$ cat src/rtl/dff_counter_multimode.sv
// Parametrised multi-mode counter: binary up/down modulo MAX_COUNT+1, Johnson and ring,
// with enable, synchronous load, automatic reseed on mode change and a cascadable carry.
module dff_counter_multimode #(
    parameter int          WIDTH     = 4,
    parameter int unsigned MAX_COUNT = 15
) (
    input  logic             clk,
    input  logic             rst,
    input  logic             en,
    input  logic             ld,
    input  logic [WIDTH-1:0] d,
    input  logic [1:0]       mode,
    output logic [WIDTH-1:0] q,
    output logic             tc
);

    typedef enum logic [1:0] {
        MODE_UP      = 2'b00,
        MODE_DOWN    = 2'b01,
        MODE_JOHNSON = 2'b10,
        MODE_RING    = 2'b11
    } mode_e;

    // Bad parameters are rejected at elaboration rather than producing a silently wrong counter.
    if (WIDTH < 2 || WIDTH > 32) begin : gWidthCheck
        $fatal(1, "dff_counter_multimode: WIDTH must be within 2..32");
    end
    if (64'(MAX_COUNT) > ((64'd1 << WIDTH) - 64'd1)) begin : gMaxCheck
        $fatal(1, "dff_counter_multimode: MAX_COUNT does not fit in WIDTH bits");
    end

    localparam logic [WIDTH-1:0] MAX_Q    = WIDTH'(MAX_COUNT);
    localparam logic [WIDTH-1:0] ONE_Q    = WIDTH'(1);
    localparam logic [WIDTH-1:0] MSB_ONLY = {1'b1, {(WIDTH-1){1'b0}}};

    function automatic logic [WIDTH-1:0] seedOf(input mode_e m);
        logic [WIDTH-1:0] s;
        s = '0;
        case (m)
            MODE_UP:      s = '0;
            MODE_DOWN:    s = MAX_Q;
            MODE_JOHNSON: s = '0;
            MODE_RING:    s = ONE_Q;
            default:      s = '0;
        endcase
        return s;
    endfunction

    mode_e            mode_q;
    mode_e            mode_d;
    mode_e            modeIn;
    logic [WIDTH-1:0] q_q;
    logic [WIDTH-1:0] q_d;
    logic [WIDTH-1:0] countNext;
    logic             reseed;
    logic             terminal;
    logic             binaryMode;

    assign modeIn     = mode_e'(mode);
    assign reseed     = (modeIn != mode_q);
    assign binaryMode = (mode_q == MODE_UP) || (mode_q == MODE_DOWN);

    // Out-of-range binary values fall into the wrap branch so they recover on the next count.
    always_comb begin
        countNext = q_q;
        case (mode_q)
            MODE_UP:      countNext = (q_q >= MAX_Q) ? '0 : (q_q + ONE_Q);
            MODE_DOWN:    countNext = ((q_q == '0) || (q_q > MAX_Q)) ? MAX_Q : (q_q - ONE_Q);
            MODE_JOHNSON: countNext = {q_q[WIDTH-2:0], ~q_q[WIDTH-1]};
            MODE_RING:    countNext = {q_q[WIDTH-2:0], q_q[WIDTH-1]};
            default:      countNext = q_q;
        endcase
    end

    // Priority reseed > load > count > hold; a mode change swallows ld and en for that edge.
    always_comb begin
        mode_d = mode_q;
        q_d    = q_q;
        if (reseed) begin
            mode_d = modeIn;
            q_d    = seedOf(modeIn);
        end else if (ld) begin
            if (binaryMode) begin
                q_d = (d > MAX_Q) ? MAX_Q : d;
            end else begin
                q_d = seedOf(mode_q);
            end
        end else if (en) begin
            q_d = countNext;
        end
    end

    always_ff @(posedge clk or posedge rst) begin
        if (rst) begin
            q_q    <= '0;
            mode_q <= MODE_UP;
        end else begin
            q_q    <= q_d;
            mode_q <= mode_d;
        end
    end

    always_comb begin
        terminal = 1'b0;
        case (mode_q)
            MODE_UP:      terminal = (q_q == MAX_Q);
            MODE_DOWN:    terminal = (q_q == '0);
            MODE_JOHNSON: terminal = (q_q == MSB_ONLY);
            MODE_RING:    terminal = q_q[WIDTH-1];
            default:      terminal = 1'b0;
        endcase
    end

    // Carry is high only in the cycle whose edge actually wraps the counter, so it can drive the next stage's en.
    assign tc = en & ~ld & ~rst & ~reseed & terminal;
    assign q  = q_q;

endmodule

$ cat config.mk
export PLATFORM = sky130hd
export DESIGN_NAME = dff_counter_multimode
export DESIGN_NICKNAME = d
export VERILOG_FILES = /design/src/rtl/dff_counter_multimode.sv
export SDC_FILE = /design/constraint.sdc
export NUM_CORES = 1
export LEC_CHECK = 0
export ABC_AREA = 1
export CORE_MARGIN = 2
export CORE_UTILIZATION = 25
export CTS_CLUSTER_SIZE = 40
export DETAILED_ROUTE_END_ITERATION = 16
export SYNTH_ARGS = -nofsm -noshare
export SYNTH_HDL_FRONTEND = slang
export SYNTH_SLANG_ARGS = --single-unit
$ cat constraint.sdc
create_clock -name clk -period 1.6 [get_ports clk]
set_input_delay 0.16 -clock clk [delete_from_list [all_inputs] [get_ports clk]]
set_output_delay 0.16 -clock clk [all_outputs]
set_load 0.05 [all_outputs]
==> flow_metrics.py, run 1 <==
metrics = {
    "power": {
        "pwr-share-clk_pct": 20.6,
        "p_leak_nw": 0.511,
        "p_comb_share_pct": 53.7,
        "p_int_w": 0.000440,
        "switching_share_pct": 40.8,
        "p_per_area_mw_per_mm2": 708,
        "seq_power_share_pct": 25.6,
        "power_switching_w": 0.000303,
        "max-vdd-ir-drop_uv": 414,
    },
    "critical_path": {
        "slowest_delay_ps": 390,
        "cp.arrival_ps": 1580,
        "crit_path_end_kind": "primary output",
        "cp-start-kind": "flop",
        "path_class": "reg -> out",
        "worstPathCellList": "buf_6 -> inv_4 -> ha_4 -> nand2_2 -> nor2_2 -> o311ai_2 -> inv_2 -> buf_12",
        "critical_path.max_fanout": 4,
        "cp_slowest_cell": "dfrtp_2",
        "cp_data_required_time_ps": 1440,
    },
    "placed_design": {
        "portBuffers": 14,
        "routabilityCongestion": 0.787,
        "dp_cells": 155,
        "hpwl_um": 1390,
        "dp_slack_ps": 3.30,
    },
    "sta": {
        "tightestPinTransition_ps": 265,
        "drv_slew": 0,
        "timing.hold.ws_ps": 218,
        "setup_violations": 2,
        "grt_setup_unrepaired": "true",
        "skew_ps": 0.251,
        "timing.final.ws_setup_ps": -139,
        "fmax_mhz": 575,
        "slew_headroom_pct": 82.3,
        "fin_crit_ps": 1740,
        "period_share_pct": 109,
        "hold_viol": 0,
    },
    "floorplan": {
        "coreArea_sq_mm": 0.00243,
        "dieWidth_um": 54.3,
        "rows": 18,
        "start_util_pct": 26.0,
        "die_h_um": 54.3,
        "ios": 15,
        "die-area_sq_mm": 0.00295,
    },
    "cts": {
        "htree_levels": 1,
        "clk_path_buf_depth": 2,
        "worstSkewPairLatency_ps": 250,
        "hold_buffers": 0,
        "cts_tree": "done",
        "cts-root-buf": "clkbuf_4",
        "cts-buffers-inserted": 3,
        "clk_transition_reported_paths_ps": 50,
        "clock-sinks": 6,
    },
    "detailed_routing": {
        "drt-initial-drc-count": 14,
        "drt_wl_total_um": 1910,
        "vias": 752,
        "wire_per_inst_um": 11.5,
        "drc": 0,
        "ant_nets": 0,
        "first_pass_iters": 5,
        "via_per_inst": 4.50,
    },
    "status": {
        "violations": "negative setup slack",
        "status": "finished with violations",
    },
    "synthesis": {
        "synthTopCellsByArea": "dfrtp_1 (24%), nand2_1 (22%), nor2_1 (8.3%), nand3_1 (7.9%), inv_1 (7.1%)",
        "synth_most_common_cell": "nand2_1",
        "yosysWarningCount": 0,
        "ys_async_sr_fraction_pct": 100,
        "ys.flop_type": "dfrtp_1",
        "netlist.area_leader.share_pct": 23.8,
        "syn_inst": 104,
        "synth_commonest_cells": "nand2_1 (37), nor2_1 (14), inv_1 (12)",
        "ys_seq_area_share_pct": 23.8,
        "syn_area_sq_um": 632,
        "ys_seq_elements": 6,
        "post-synth-top-area-cell": "dfrtp_1",
        "syn_nets": 117,
        "syn_avg_cell_area_sq_um": 6.08,
        "synth_edf_count": 0,
        "synthDistinctLibCells": 21,
    },
    "final_layout": {
        "antennaDiodeCount": 0,
        "areaGrowthSynthToFinish_pct": 66.1,
        "nNetsFinal": 151,
        "fin_cells": 167,
        "drive_gt1_share_pct": 37.2,
    },
    "global_routing": {
        "grt_pass1_vias": 666,
        "grt_antenna_before_repair": 0,
        "grt_pass1_wl_um": 2870,
        "grt_overflow": 0,
        "track_usage_pct": 13.8,
        "grt_max_degree": 9,
    },
    "min_path": {
        "min_path_type": "in -> async",
    },
    "job": {
        "maxCapViolations": 0,
    },
}
[metrics by stage]
| step | total power (W) | util [%] | TNS, ps | cell area (sq um) |
|---|---|---|---|---|
| global placement | 0.000506 | 37.0 | 0 | 900 |
| floorplan | 0.000394 | - | -12.9 | 666 |
| global route | 0.000797 | 43.2 | -508 | 1050 |
| detailed placement | 0.000510 | 37.0 | 0 | 900 |
| CTS | 0.000691 | 39.6 | -208 | 962 |
| finish | 0.000743 | 43.2 | -150 | 1050 |
[layout make-up]
class                           instances  area, sq um
Clock buffer                            4         26.3
Tap cell                               30         37.5
Multi-Input combinational cell         81          490
Sequential cell                         6          155
Inverter                               14         57.6
Timing Repair Buffer                   32          283
Fill cell                             266         1380
[sequential cells by signal, summed over array words and instances (netlist names)]
signal  count
q           4
mode_q      2
[kinds of logic after synthesis]
kind of cell,synth area share [%]
flip-flops,23.8
buffers and inverters,11.3
XOR/XNOR,1.39
AO/OA/AOI/OAI,12.9
adder cells (fa/ha/maj),5.94
AND/OR/NAND/NOR,44.8
[worst paths after layout]
path | to | depth (start not counted) | from | slack (ps)
max reg2reg | q[2] | 12 | q[0] | -10
min | mode_q[1] | 2 | rst | 220
max in group asynchronous | q[3] | 2 | rst | 1170
max | tc | 8 | q[1] | -140
min reg2reg | q[2] | 2 | q[2] | 650
min in group clk | mode_q[1] | 1 | mode[1] | 410
[layout by cell type (no fill, tap or decap), types with 2 or more instances in the layout]
cell type        synthesis  routed
buf_6                    1       2
a21oi_1                  5       3
nor2_1                  14      12
nand2_2                  0       3
nand3_1                 10       9
buf_4                    0      20
o21ai_0                  2       2
dfrtp_2                  0       4
clkdlybuf4s50_1          0       9
clkbuf_4                 0       3
dfrtp_1                  6       2
inv_2                    2       3
inv_1                   12       9
inv_4                    0       2
nand2_1                 37      34
ha_4                     0       2
a21oi_2                  0       2
[critical path: cells and delay by family (launching register included)]
kind | cells | cell delay [ps]
compound gates | 1 | 270
fa+ha+maj | 1 | 160
flops | 1 | 390
simple gates | 2 | 130
buf+inv | 4 | 390
[repair_timing]
| action | in CTS | in global routing |
|---|---|---|
| endpoints found under the setup margin | 1 | 4 |
| gates resized for setup | 3 | 14 |
| pin swaps | 3 | 8 |
| buffers inserted | 3 | 5 |
[per-layer routing]
layer | global-route usage, % | part of all wire [%] | routed length (um)
met5 | 0 | 0 | 0
met1 | 16.6 | 44 | 838
met2 | 24.9 | 51 | 982
met4 | 5.00 | 1.0 | 20
met3 | 1.91 | 3.8 | 73
[power groups by stage]
stage	sequential, W	clock [W]	combinational (W)
final	0.000190	0.000153	0.000399
after global routing	0.000194	0.000168	0.000435
after CTS	0.000190	0.000163	0.000339
after detailed placement	0.000198	0	0.000312
after global placement	0.000198	0	0.000307
after floorplan	0.000241	0	0.000153
No activity file was read; power rests on OpenSTA's default activity.
==> run 2, diff against run 1 <==
--- a/config.mk
+++ b/config.mk
@@ -6,6 +6,7 @@
 export NUM_CORES = 1
 export LEC_CHECK = 0
 export ABC_AREA = 1
+export CORE_ASPECT_RATIO = 1.4
 export CORE_MARGIN = 2
 export CORE_UTILIZATION = 25
 export CTS_CLUSTER_SIZE = 40
==> flow_metrics.py, run 2 (synthesis results as in run 1) <==
metrics = {
    "global_routing": {
        "grt_pass1_vias": 742,
        "grt_pass1_wl_um": 3130,
        "track_usage_pct": 13.9,
        "grt_overflow": 0,
        "grt_max_degree": 13,
        "grt_antenna_before_repair": 0,
    },
    "final_layout": {
        "nFillCells": 263,
        "final_cell_mix": "nand2_1 (33), buf_4 (16), nor2_1 (13)",
        "antennaDiodeCount": 0,
        "drive_gt1_share_pct": 31.3,
        "final_common_cell": "nand2_1",
        "postLayoutCoreUtil_pct": 41.1,
        "fin_cells": 165,
        "areaGrowthSynthToFinish_pct": 55.4,
        "largest_reg_flops": 4,
        "nNetsFinal": 145,
    },
    "min_path": {
        "min_path_type": "in -> async",
    },
    "floorplan": {
        "dieWidth_um": 46.5,
        "coreArea_sq_mm": 0.00239,
        "ios": 15,
        "die_h_um": 63.5,
        "die-area_sq_mm": 0.00295,
        "rows": 21,
        "start_util_pct": 26.4,
    },
    "placed_design": {
        "dp_cells": 158,
        "dp_slack_ps": -19.7,
        "routabilityCongestion": 0.825,
        "hpwl_um": 1460,
        "portBuffers": 14,
    },
    "detailed_routing": {
        "vias": 749,
        "via_per_inst": 4.54,
        "drc": 0,
        "wire_per_inst_um": 10.7,
        "drt-initial-drc-count": 7,
        "drt_wl_total_um": 1770,
        "first_pass_iters": 4,
        "ant_nets": 0,
    },
    "critical_path": {
        "path_class": "reg -> out",
        "cp-start-kind": "flop",
        "crit_top_cell": "nand2_2",
        "cp_data_required_time_ps": 1440,
        "worstRegToRegCells": 11,
        "rrSetupSlack_ps": 100,
        "rr_startpoint": "q[0]",
        "worstPathCellList": "ha_4 -> nand2_2 -> nand2_2 -> nand2_4 -> nor4_4 -> o311ai_2 -> inv_2 -> buf_12",
        "critical_path.max_fanout": 4,
        "slowest_delay_ps": 420,
        "crit_path_end_kind": "primary output",
        "cp.arrival_ps": 1550,
        "cp_slowest_cell": "dfrtp_2",
        "reg2reg_to": "q[2]",
    },
    "sta": {
        "tightestPinTransition_ps": 274,
        "slew_headroom_pct": 81.7,
        "grt_setup_unrepaired": "true",
        "skew_ps": 0.918,
        "timing.final.ws_setup_ps": -110,
        "fmax_mhz": 585,
        "drv_slew": 0,
        "fin_crit_ps": 1710,
        "period_share_pct": 107,
        "hold_viol": 0,
        "setup-tns-final_ps": -110,
        "setup_violations": 1,
    },
    "cts": {
        "worstSkewPairLatency_ps": 240,
        "hold_buffers": 0,
        "clk_transition_reported_paths_ps": 50,
        "cts-buffers-inserted": 3,
        "cts-root-buf": "clkbuf_4",
        "htree_levels": 1,
        "clk_path_buf_depth": 2,
        "cts_tree": "done",
        "clock-sinks": 6,
    },
    "status": {
        "status": "finished with violations",
        "violations": "negative setup slack",
    },
    "power": {
        "p_per_area_mw_per_mm2": 703,
        "max-vdd-ir-drop_uv": 391,
        "p_leak_nw": 0.478,
    },
    "job": {
        "maxCapViolations": 0,
    },
}
-- run 2: stage by stage --
stage | area, sq um | hold slack, ps | power [W]
floorplan | 666 | -49.3 | 0.000394
global placement | 897 | 456 | 0.000504
detailed placement | 897 | 461 | 0.000506
CTS | 948 | 195 | 0.000682
global route | 982 | 250 | 0.000754
finish | 982 | 235 | 0.000690
-- run 2: repair_timing --
item | 4_1_cts | 5_1_grt
gates cloned | 0 | 0
resized for setup | 1 | 8
hold endpoints to repair | 0 | 0
pin swaps | 0 | 2
setup buffers | 3 | 0
setup endpoints to repair | 1 | 2
-- run 2: area by class of cell --
cell class / count / area (sq um) / share of cell area, %
tap: 34 / 42.5 / 4.33
inverter: 14 / 52.6 / 5.35
timing repair buffer: 26 / 230 / 23.4
clock buffer: 4 / 26.3 / 2.68
sequential: 6 / 155 / 15.8
multi-input combinational: 81 / 475 / 48.4
-- run 2: power by group --
group	leakage, nW	switching (W)	internal, W
clock	0.0150	0.0000570	0.0000946
sequential	0.0685	0.0000314	0.000170
combinational	0.395	0.000192	0.000145
total	0.478	0.000281	0.000410
-- run 2: how the worst max path moves through the flow --
stage               startpoint   end  slack (ps)  depth (start not counted)
global route              q[1]    tc        -230                          8
CTS                       q[0]    tc        -170                          8
detailed placement     mode[0]  q[1]         -20                          7
floorplan                 q[0]    tc         -10                          7
global placement       mode[0]  q[0]           4                          7
finish                    q[0]    tc        -110                          8
-- run 2: worst max-delay path: cells and delay by family (launching register included) --
kind	cells	cell delay (ps)
AOI/OAI and AO/OA	1	150
adders and majority gates	1	160
buffers and inverters	2	220
DFF	1	420
and+or+nand+nor	4	360
-- run 2: routing by layer --
layer	track usage (%)	up-vias	share of wire, %
met4	3.21	0	0
met2	28.8	11	62
met1	13.8	354	37
met5	0	-	0
met3	0	0	0.73
li1	-	384	-
